===== src/rtl/hw_mon_pkg.sv =====
// ---------------------------------------------------------------------------
// hw_mon_pkg
// Shared definitions for the heartbeat monitor slice:
//   monState_t    - monitor FSM state encoding (also driven out as debug code)
//   CAUSE_*       - fault cause codes reported on oCAUSE
//   CNT_MAX       - saturation value of the 32-bit interval counter
//   halfNom()     - nominal heartbeat half-period in clock cycles
// ---------------------------------------------------------------------------
package hw_mon_pkg;

    typedef enum logic [1:0] {
        IDLE  = 2'd0,
        LOCK  = 2'd1,
        ALIVE = 2'd2,
        FAULT = 2'd3
    } monState_t;

    localparam logic [1:0] CAUSE_NONE    = 2'b00;
    localparam logic [1:0] CAUSE_SHORT   = 2'b01;
    localparam logic [1:0] CAUSE_TIMEOUT = 2'b10;

    localparam logic [31:0] CNT_MAX = 32'hFFFF_FFFF;

    // The heartbeat source toggles every FREQ/2+1 cycles of its clock.
    function automatic logic [31:0] halfNom(input int unsigned freq);
        return 32'(freq / 2 + 1);
    endfunction

endpackage


===== src/rtl/hw_sync_edge.sv =====
// ---------------------------------------------------------------------------
// hw_sync_edge
// Two-flop synchroniser for an asynchronous level input, followed by an
// any-edge detector with a registered one-cycle pulse output. A change on
// iBEAT shows up as oEDGE high exactly 3 iCLK cycles later.
// Ports:
//   iCLK  - clock
//   iRST  - synchronous active-high reset, clears all flops to 0
//   iBEAT - asynchronous level input
//   oEDGE - one-cycle pulse per transition (rise or fall) of iBEAT
// ---------------------------------------------------------------------------
module hw_sync_edge
    import hw_mon_pkg::*;
(
    input  logic iCLK,
    input  logic iRST,
    input  logic iBEAT,
    output logic oEDGE
);

    logic sync1;
    logic sync2;
    logic prevQ;

    always_ff @(posedge iCLK) begin
        if (iRST) begin
            sync1 <= 1'b0;
            sync2 <= 1'b0;
            prevQ <= 1'b0;
            oEDGE <= 1'b0;
        end else begin
            sync1 <= iBEAT;
            sync2 <= sync1;
            prevQ <= sync2;
            // Pulse is registered so downstream sees a clean flop output.
            oEDGE <= sync2 ^ prevQ;
        end
    end

endmodule


===== src/rtl/hw_heartbeat_monitor.sv =====
// ---------------------------------------------------------------------------
// hw_heartbeat_monitor
// Liveness watchdog for a toggling heartbeat signal. Measures the number of
// cycles between heartbeat transitions, checks each interval against the
// window [HALF_MIN, HALF_MAX] and reports lock / alive / fault status.
// Parameters:
//   FREQ       - clock frequency in Hz (nominal half-period FREQ/2+1)
//   TOL        - allowed deviation in cycles; HALF_NOM-TOL must be >= 2
//   LOCK_EDGES - consecutive good intervals needed to declare alive (>= 1)
// Ports:
//   iCLK    - system clock
//   iRST    - synchronous active-high reset
//   iBEAT   - heartbeat input, asynchronous to iCLK
//   iCLR    - single-cycle clear of fault/lock state
//   oALIVE  - high while in ALIVE
//   oFAULT  - sticky fault flag
//   oCAUSE  - 00 none, 01 interval short, 10 timeout
//   oPERIOD - last measured interval in cycles
//   oSTATE  - debug state code (IDLE/LOCK/ALIVE/FAULT = 0..3)
// ---------------------------------------------------------------------------
module hw_heartbeat_monitor
    import hw_mon_pkg::*;
#(
    parameter int unsigned FREQ       = 120000000,
    parameter int unsigned TOL        = FREQ / 16,
    parameter int unsigned LOCK_EDGES = 4
) (
    input  logic        iCLK,
    input  logic        iRST,
    input  logic        iBEAT,
    input  logic        iCLR,
    output logic        oALIVE,
    output logic        oFAULT,
    output logic [1:0]  oCAUSE,
    output logic [31:0] oPERIOD,
    output logic [1:0]  oSTATE
);

    localparam logic [31:0] HALF_NOM = halfNom(FREQ);
    localparam logic [31:0] HALF_MIN = HALF_NOM - TOL;
    localparam logic [31:0] HALF_MAX = HALF_NOM + TOL;

    // goodCnt only needs to reach LOCK_EDGES-1: the LOCK_EDGES-th good
    // interval moves straight to ALIVE instead of incrementing.
    localparam int unsigned   GW        = (LOCK_EDGES > 1) ? $clog2(LOCK_EDGES) : 1;
    localparam logic [GW-1:0] GOOD_LAST = GW'(LOCK_EDGES - 1);

    logic          edgePulse;
    logic [31:0]   cnt;
    monState_t     state;
    monState_t     stateNext;
    logic [GW-1:0] goodCnt;
    logic [GW-1:0] goodNext;
    logic [1:0]    causeQ;
    logic [1:0]    causeNext;
    logic [31:0]   periodQ;
    logic [31:0]   periodNext;
    logic          aliveQ;
    logic          faultQ;
    logic          isShort;
    logic          isGood;
    logic          atLimit;

    hw_sync_edge uSyncEdge (
        .iCLK  (iCLK),
        .iRST  (iRST),
        .iBEAT (iBEAT),
        .oEDGE (edgePulse)
    );

    // Interval counter: cnt on an edge cycle is the interval just completed.
    always_ff @(posedge iCLK) begin
        if (iRST) begin
            cnt <= '0;
        end else if (edgePulse) begin
            cnt <= 32'd1;
        end else if (cnt != CNT_MAX) begin
            cnt <= cnt + 32'd1;
        end
    end

    assign isShort = (cnt < HALF_MIN);
    assign isGood  = (cnt >= HALF_MIN) && (cnt <= HALF_MAX);
    // Only meaningful on a non-edge cycle: an edge at HALF_MAX is good.
    assign atLimit = (cnt == HALF_MAX);

    always_ff @(posedge iCLK) begin
        if (iRST) begin
            state   <= IDLE;
            goodCnt <= '0;
            causeQ  <= CAUSE_NONE;
            periodQ <= '0;
            aliveQ  <= 1'b0;
            faultQ  <= 1'b0;
        end else begin
            state   <= stateNext;
            goodCnt <= goodNext;
            causeQ  <= causeNext;
            periodQ <= periodNext;
            aliveQ  <= (stateNext == ALIVE);
            faultQ  <= (stateNext == FAULT);
        end
    end

    always_comb begin
        stateNext  = state;
        goodNext   = goodCnt;
        causeNext  = causeQ;
        periodNext = periodQ;
        if (iCLR) begin
            // Clear wins over any coincident edge; that edge is dropped.
            stateNext  = IDLE;
            goodNext   = '0;
            causeNext  = CAUSE_NONE;
            periodNext = '0;
        end else begin
            case (state)
                IDLE: begin
                    // First edge only starts the measurement.
                    if (edgePulse) begin
                        stateNext = LOCK;
                        goodNext  = '0;
                    end
                end
                LOCK, ALIVE: begin
                    if (edgePulse) begin
                        periodNext = cnt;
                        if (isGood) begin
                            if (state == LOCK) begin
                                if (goodCnt == GOOD_LAST) begin
                                    stateNext = ALIVE;
                                end else begin
                                    goodNext = goodCnt + 1'b1;
                                end
                            end
                        end else if (isShort) begin
                            stateNext = FAULT;
                            causeNext = CAUSE_SHORT;
                        end else begin
                            // Over-long interval; normally caught by atLimit first.
                            stateNext = FAULT;
                            causeNext = CAUSE_TIMEOUT;
                        end
                    end else if (atLimit) begin
                        stateNext = FAULT;
                        causeNext = CAUSE_TIMEOUT;
                    end
                end
                FAULT: begin
                    // Cause is frozen; the interval is still reported.
                    if (edgePulse) begin
                        periodNext = cnt;
                    end
                end
                default: begin
                    stateNext = IDLE;
                end
            endcase
        end
    end

    assign oALIVE  = aliveQ;
    assign oFAULT  = faultQ;
    assign oCAUSE  = causeQ;
    assign oPERIOD = periodQ;
    assign oSTATE  = state;

endmodule


===== config.mk =====
export PLATFORM = sky130hd
export DESIGN_NAME = hw_heartbeat_monitor
export DESIGN_NICKNAME = d
export VERILOG_FILES = /design/src/rtl/hw_mon_pkg.sv /design/src/rtl/hw_sync_edge.sv /design/src/rtl/hw_heartbeat_monitor.sv
export SDC_FILE = /design/constraint.sdc
export NUM_CORES = 1
export LEC_CHECK = 0
export CAP_MARGIN = 20
export CORE_MARGIN = 10
export CORE_UTILIZATION = 50
export DETAILED_ROUTE_END_ITERATION = 12
export PLACE_DENSITY = 0.79
export SYNTH_ARGS = -nofsm -noshare
export SYNTH_HDL_FRONTEND = slang
export SYNTH_SLANG_ARGS = --single-unit

===== constraint.sdc =====
create_clock -name iCLK -period 2.5 [get_ports iCLK]
set_input_delay 0.5 -clock iCLK [delete_from_list [all_inputs] [get_ports iCLK]]
set_output_delay 0.5 -clock iCLK [all_outputs]
set_load 0.01 [all_outputs]

==> summary.md, run 1 <==
| Metric | Value |
|---|---|
| Status | complete, no violations |
| DP Wirelength | between 6000 and 7000 µm |
| Antenna Nets Post-Route | 0 |
| VDD IR max | around 0.32 mV |
| Starting Density | approximately 51% |
| Crit. Startpoint | cnt[20] |
| Drt initial violations | just under 200 |
| Power Density | around 480 mW/mm² |
| Wire length per cell | around 14 µm |
| # nets final | about 500 |
| Fin Hold WS | approximately 0.44 ns |
| Final hold vios | 0 |
| Worst-path maximum fanout | 9 |
| Die width | roughly 100 µm |
| Total Wirelength | 8150 µm |
| Clock-pin slew on the worst setup and hold paths | about 0.07 ns |
| HP Start | uSyncEdge.sync1 |
| Core ar. | 0.00679 mm² |
| Vias per inst | ~5.3 |
| Share of cells above drive strength 1 | approximately a tenth |
| Total CTS buffers | 9 |
| Most used cell, CP | nand4_1 |
| Top_reg_cell synth | dfxtp_1 |
| Synth cell types | 52 |
| Port Buf Inserts | between 40 and 50 |
| Setup TNS | 0 ns |
| Synth Area per Inst | about 8 µm² |
| Slew at the pin with the worst max-slew slack | 0.572 ns |
| Number of placed instances, taps included | between 500 and 600 |
| Largest net degree at the start of global routing | 24 |
| Root Driver | clkbuf_8 |
| Rel. slew slack | 61.8% |
| Number of synthesized flops with an enable pin | 0 |
| Fin area | 0.00424 mm² |
| CTS Hold Bufs | 0 |
| Max-slew violations | 0 |
| RSZ-0062 raised after global routing | false |
| Max-cap violation count | 0 |
| Async SR Flop Fraction | 0% |
| Overall power | about 2.1 mW |
| Slowest CP cell | or4b_4 |
| First-pass GRT wire length | between 10,000 and 15,000 µm |
| Crit-path cells | and4_1 > nand4_1 > or4b_4 > nand4_1 > or4_1 > xor2_1 > nor2_1 |
| Fin crit share | between 90% and 100% |
| Row cnt | 30 |
| Crit end category | flip-flop |
| Clk_lat worst skew | about 0.34 ns |
| Total grt overflow | 0 |
| CTS max path bufs | 2 |
| Yosys reg bits | between 70 and 80 |
| Initial antenna violation count | 0 |
| Final setup vio count | 0 |
| RR Startpoint | cnt[20] |
| Setup CP Type | reg -> reg |
| Clock Skews | 0.00701 ns |
| Max Clk Rate | approximately 420 MHz |
| Die ar. | 0.0107 mm² |
| Crit path launch type | flip-flop |
| Number of global-route vias before repair | around 2,900 |
| WP data required | 2.72 ns |
| DR DRC count | 0 |
| Ant diodes | 0 |
| DP Area | 0.00405 mm² |
| IO Count | 42 |
| HP Class | reg -> reg |
| Leakage power | roughly 1.5 nW |
| Htree depth | 3 |
| Via count | roughly 3,100 |
| 1st-pass router iterations | 4 |
| Chip height | ~100 µm |
| Area Overhead vs Synth | 21.8% |
| Tmin final | approximately 2.4 ns |
| Synth Instances | roughly 440 |
| CP arrival | about 2.6 ns |
| Sequential fraction of the synthesis area | between 40% and 50% |
| Fin cells | approximately 590 |
| Mapped cell area | roughly 0.0035 mm² |
| Final GP Congestion | just over 0.9 |
| Synth Net Count | between 400 and 500 |
| TritonCTS clock tree | done |
| Total GRT Usage | between 10% and 20% |
| Synth warnings | 0 |
| CTS Sinks | 76 |
| Critical path's largest stage delay | roughly 0.69 ns |
-- power breakdown --
part | internal (mW) | switching [mW] | total, mW
Clock | 0.351 | 0.414 | 0.765
Sequential | 1.22 | 0.00789 | 1.22
Combinational | 0.0256 | 0.0390 | 0.0647
-- layout by cell type (no fill, tap or decap), drive strengths merged, types with 2 or more instances in the layout --
cell	netlist	routed
o41ai	2	2
dfxtp	76	76
clkdlybuf4s50	0	41
xnor2	13	13
clkinv	0	3
nor3b	2	2
o21ai	13	13
nand3b	2	2
a31oi	6	6
buf	8	21
nor3	10	10
or3	11	11
nand4	10	10
and3	6	6
ha	8	8
nand2	86	86
inv	13	13
nand3	16	16
nor4	4	4
or4	3	3
and2	2	2
xor2	12	12
a21oi	43	43
nor2	45	45
clkbuf	16	12
nor2b	5	5
nor4b	2	2
or2	3	3
and4	4	4
-- repair_timing --
item                                   CTS  global route
gates resized for setup                  0             6
buffers inserted                         0             2
setup endpoints to repair                0            16
endpoints found under the hold margin    0             0
-- cell type report --
cell class,instances,area (µm²)
Clock inverter,3,15.0
Clock buffer,12,135
Tap cell,96,120
Sequential cell,76,1520
Timing Repair Buffer,62,568
Multi-Input combinational cell,324,1830
Fill cell,608,2550
Inverter,13,48.8
-- cells in the mapped netlist (2+ instances only) --
master	instances	area share, %
inv_1	13	1.4
or3_1	11	2.0
and4_1	2	0.50
xor2_1	12	3.0
and3_1	6	1.1
xnor2_1	13	3.3
ha_1	8	2.9
and2_1	2	0.36
o21ai_1	3	0.43
nand3b_1	2	0.43
o21ai_0	10	1.4
buf_6	2	0.65
or4_1	3	0.65
a21oi_1	43	6.2
nor4_1	4	0.72
nand3_1	15	2.2
a31oi_1	6	1.1
nand2_1	86	9.3
nand4_1	9	1.6
dfxtp_1	76	44
nor3b_1	2	0.43
or2_2	2	0.36
buf_2	5	0.72
nor3_1	10	1.4
clkbuf_1	16	1.7
nor2_1	45	4.8
nor2b_1	5	0.90
o41ai_1	2	0.50
-- registers in the layout, indices dropped and copies added, names as in the netlist, 2 cells and up --
signal,flops
goodCnt,2
oCAUSE,2
oSTATE,2
cnt,32
oPERIOD,32
-- path summary, 6_finish.rpt --
path	slack, ns	cells after the start	endpoint
setup / recovery	0.14	7	cnt[29]
hold / removal	0.44	1	uSyncEdge.sync2
setup reg to reg	0.14	7	cnt[29]
hold reg to reg	0.44	1	uSyncEdge.sync2
-- worst max-delay path, delay by kind of cell, from the launching register on --
kind	cells	cell delay, ns
flops	1	0.43
xor+xnor	1	0.16
simple gates	6	1.64
-- through the flow --
step | utilization (%) | setup slack, ns
floorplan | - | 0.132
global placement | 59.6 | 0.171
CTS | 61.8 | 0.0831
detailed placement | 59.6 | 0.0834
finish | 62.4 | 0.136
global route | 62.4 | 0.0172
-- metal layers --
layer | share of wire [%] | track usage [%] | vias up
li1 | - | - | 1588
met1 | 46 | 20.4 | 1452
met2 | 45 | 24.8 | 81
met3 | 7.1 | 5.12 | 9
met4 | 1.4 | 4.81 | 0
met5 | 0 | 0 | -
-- kinds of logic (layout without fill, tap and decap cells) --
logic type      after synthesis  after routing  synth area share (%)
fa+ha+maj                     8              8                  2.87
simple gates                214            214                  29.7
xor+xnor                     25             25                  6.29
flops                        76             76                  43.7
mux                           2              2                 0.611
buf+inv                      37             90                  4.60
compound gates               75             75                  12.2
No activity file was read; power rests on OpenSTA's default activity.
==> inputs of run 2 (changes only) <==
--- a/config.mk
+++ b/config.mk
@@ -7,9 +7,9 @@
 export LEC_CHECK = 0
 export CAP_MARGIN = 20
 export CORE_MARGIN = 10
-export CORE_UTILIZATION = 50
+export CORE_UTILIZATION = 55
 export DETAILED_ROUTE_END_ITERATION = 12
-export PLACE_DENSITY = 0.79
+export PLACE_DENSITY = 0.82
 export SYNTH_ARGS = -nofsm -noshare
 export SYNTH_HDL_FRONTEND = slang
 export SYNTH_SLANG_ARGS = --single-unit
==> constraint.sdc (replaced) <==
create_clock -name iCLK -period 2.93 [get_ports iCLK]
set_input_delay 0.586 -clock iCLK [delete_from_list [all_inputs] [get_ports iCLK]]
set_output_delay 0.586 -clock iCLK [all_outputs]
set_load 0.01 [all_outputs]
==> run 2 against run 1 <==
Against the previous run: register-to-register slack better by 0.27 ns; worst hold slack better by 0.0051 ns; maximum frequency down 6.5%; via count down 4.6%; sequential share of layout area up 1.3 points; clock power about the same; global-route usage down 0.20 points; largest cell class unchanged; sequential power down 14%; first-iteration DRC count down 20%; combinational power down 30%.
==> summary.md, run 2 (synthesis gave the netlist of run 1 again) <==
| Metric | Value |
|---|---|
| Max-cap violation count | 0 (unchanged) |
| Hold Crit Depth | 1 (unchanged) |
| RSZ-0062 raised after global routing | false |
| NetSw | 0.391 mW (-15%) |
| Share of cells above drive strength 1 | 5.30% (-4.5 points) |
| Power Density | 455 mW/mm² (-6.1%) |
| Drt initial violations | 158 (-20%) |
| # nets final | 480 (-3.6%) |
| Fin crit share | 86.3% (-8.3 points) |
| Clock Skews | 0.0120 ns (+0.00500 ns) |
| Max-slew violations | 0 (unchanged) |
| Internal Power | 1.47 mW (-8.0%) |
| Number of global-route vias before repair | 2,784 (-2.4%) |
| VDD IR max | 0.351 mV (+9.6%) |
| Flop pwr share | 56.3% (-3.3 points) |
| Total CTS buffers | 9 (unchanged) |
| Post CTS Setup Buffer Count | 0 (unchanged) |
| DP Area | 0.00390 mm² (-3.6%) |
| IO Count | 42 (unchanged) |
| Ant diodes | 0 (unchanged) |
| DR DRC count | 0 (unchanged) |
| Fin area | 0.00409 mm² (-3.7%) |
| Setup CP Type | reg -> reg |
| Most frequent cells in the layout | nand2_1 (86), dfxtp_1 (76), nor2_1 (45) |
| Post-CTS sizing | 0 (unchanged) |
| Sw Share | 21.1% (-1.4 points) |
| Combinational share of power | 2.4% (-0.7 points) |
| CP arrival | 2.74 ns (+0.16 ns) |
| Clock-pin slew on the worst setup and hold paths | 0.08 ns (about the same) |
| Clk_lat worst skew | 0.35 ns (about the same) |
| Final setup vio count | 0 (unchanged) |
| Starting Density | 57.8% (+6.5 points) |
| Antenna Nets Post-Route | 0 (unchanged) |
| Chip height | 99.6 µm (-3.8%) |
| Rel. slew slack | 57.3% (-4.5 points) |
| Setup TNS | 0 ns (unchanged) |
| WP data required | 3.14 ns (+0.42 ns) |
| Total grt overflow | 0 (unchanged) |
| Htree depth | 3 (unchanged) |
| Die width | 99.6 µm (-3.8%) |
| Port Buf Inserts | 41 (unchanged) |
| Area Overhead vs Synth | 17.3% |
| Crit end category | flip-flop |
| Slew at the pin with the worst max-slew slack | 0.640 ns (+0.0683 ns) |
| Max Clk Rate | 396 MHz (-6.5%) |
| Clock Power Share | 41.3% (+4.1 points) |
| Leakage power | 1.38 nW (-6.2%) |
| CTS max path bufs | 2 (unchanged) |
| DP Wirelength | 5560 µm (-8.0%) |
| Wire length per cell | 14.0 µm (+0.36%) |
| Fin Hold WS | 0.443 ns (+0.00514 ns) |
| Tmin final | 2.53 ns (+0.164 ns) |
| Die ar. | 0.00992 mm² (-7.4%) |
| Crit path launch type | flip-flop |
| Initial antenna violation count | 0 (unchanged) |
| Layout filler cell count | 525 (-14%) |
| Reg area | 0.00152 mm² (-0.16%) |
| Most common cell after layout, fill and taps aside | nand2_1 |
| First-pass GRT wire length | 13,000 µm (-4.8%) |
| TritonCTS clock tree | done |
| Core ar. | 0.00603 mm² (-11%) |
| Status | complete, no violations |
| Largest net degree at the start of global routing | 35 (+46%) |
| Via count | 2,987 (-4.6%) |
| Total Wirelength | 7640 µm (-6.3%) |
| Row cnt | 28 (-6.7%) |
| CTS Sinks | 76 (unchanged) |
| Final GP Congestion | 0.954 (+4.6%) |
| Final hold vios | 0 (unchanged) |
| Multi-input logic area | 0.00180 mm² (-1.4%) |
| Worst-path maximum fanout | 9 (unchanged) |
| Vias per inst | 5.46 (+2.2%) |
| CTS Hold Bufs | 0 (unchanged) |
| Total GRT Usage | 15.7% (-0.20 points) |
| R2R cell count | 7 (unchanged) |
| 1st-pass router iterations | 4 (unchanged) |
| HP Class | reg -> reg |
| Root Driver | clkbuf_8 |
## run 2: cell types whose count changed in the layout (fill, tap and decap cells not counted), moves of 2 or more
cell      previous run  this run
buf_4               21         3
dfxtp_1             74        76
dfxtp_2              2         0
clkinv_2             3         1
## run 2: cell type report
class / instances / area share [%]
Clock buffer: 13 / 3.64
Clock inverter: 2 / 0.858
Inverter: 13 / 1.19
Multi-Input combinational cell: 324 / 44.2
Sequential cell: 76 / 37.2
Tap cell: 75 / 2.30
Timing Repair Buffer: 44 / 10.6
## run 2: power groups by stage
stage | Combinational (mW) | Sequential, mW | Clock, mW
detailed placement | 0.0455 | 1.07 | 0
global placement | 0.0445 | 1.07 | 0
floorplan | 0.0354 | 1.07 | 0
finish | 0.0451 | 1.05 | 0.766
global route | 0.0518 | 1.05 | 0.818
CTS | 0.0456 | 1.05 | 0.780
## run 2: routing by layer
layer | up-vias | wire length (µm) | global-route usage [%]
li1 | 1550 | - | -
met1 | 1363 | 3620 | 19.5
met2 | 63 | 3440 | 24.5
met3 | 11 | 452 | 4.57
met4 | 0 | 132 | 6.95
met5 | - | 0 | 0
## run 2: critical path: stages, from the launching register on
cell and delay (ns):
dfxtp_1 0.49, nand4_2 0.22, or3_1 0.51, or4b_4 0.59, nand4_1 0.22, or4_1 0.15, xor2_1 0.15, nor2_1 0.05
## run 2: through the flow
step                setup WS [ns]  utilization, %  cells  power, mW
floorplan                   0.562               -    437       1.10
global placement            0.499            64.7    532       1.11
detailed placement          0.459            64.7    532       1.12
CTS                         0.426            67.8    547       1.87
global route                0.250            67.8    547       1.92
finish                      0.402            67.8    547       1.86
## run 2: worst paths after layout
kind	slack, ns	endpoint	startpoint
min	0.44	uSyncEdge.sync2	uSyncEdge.sync1
max reg2reg	0.40	cnt[29]	cnt[7]
min reg2reg	0.44	uSyncEdge.sync2	uSyncEdge.sync1
max	0.40	cnt[29]	cnt[7]
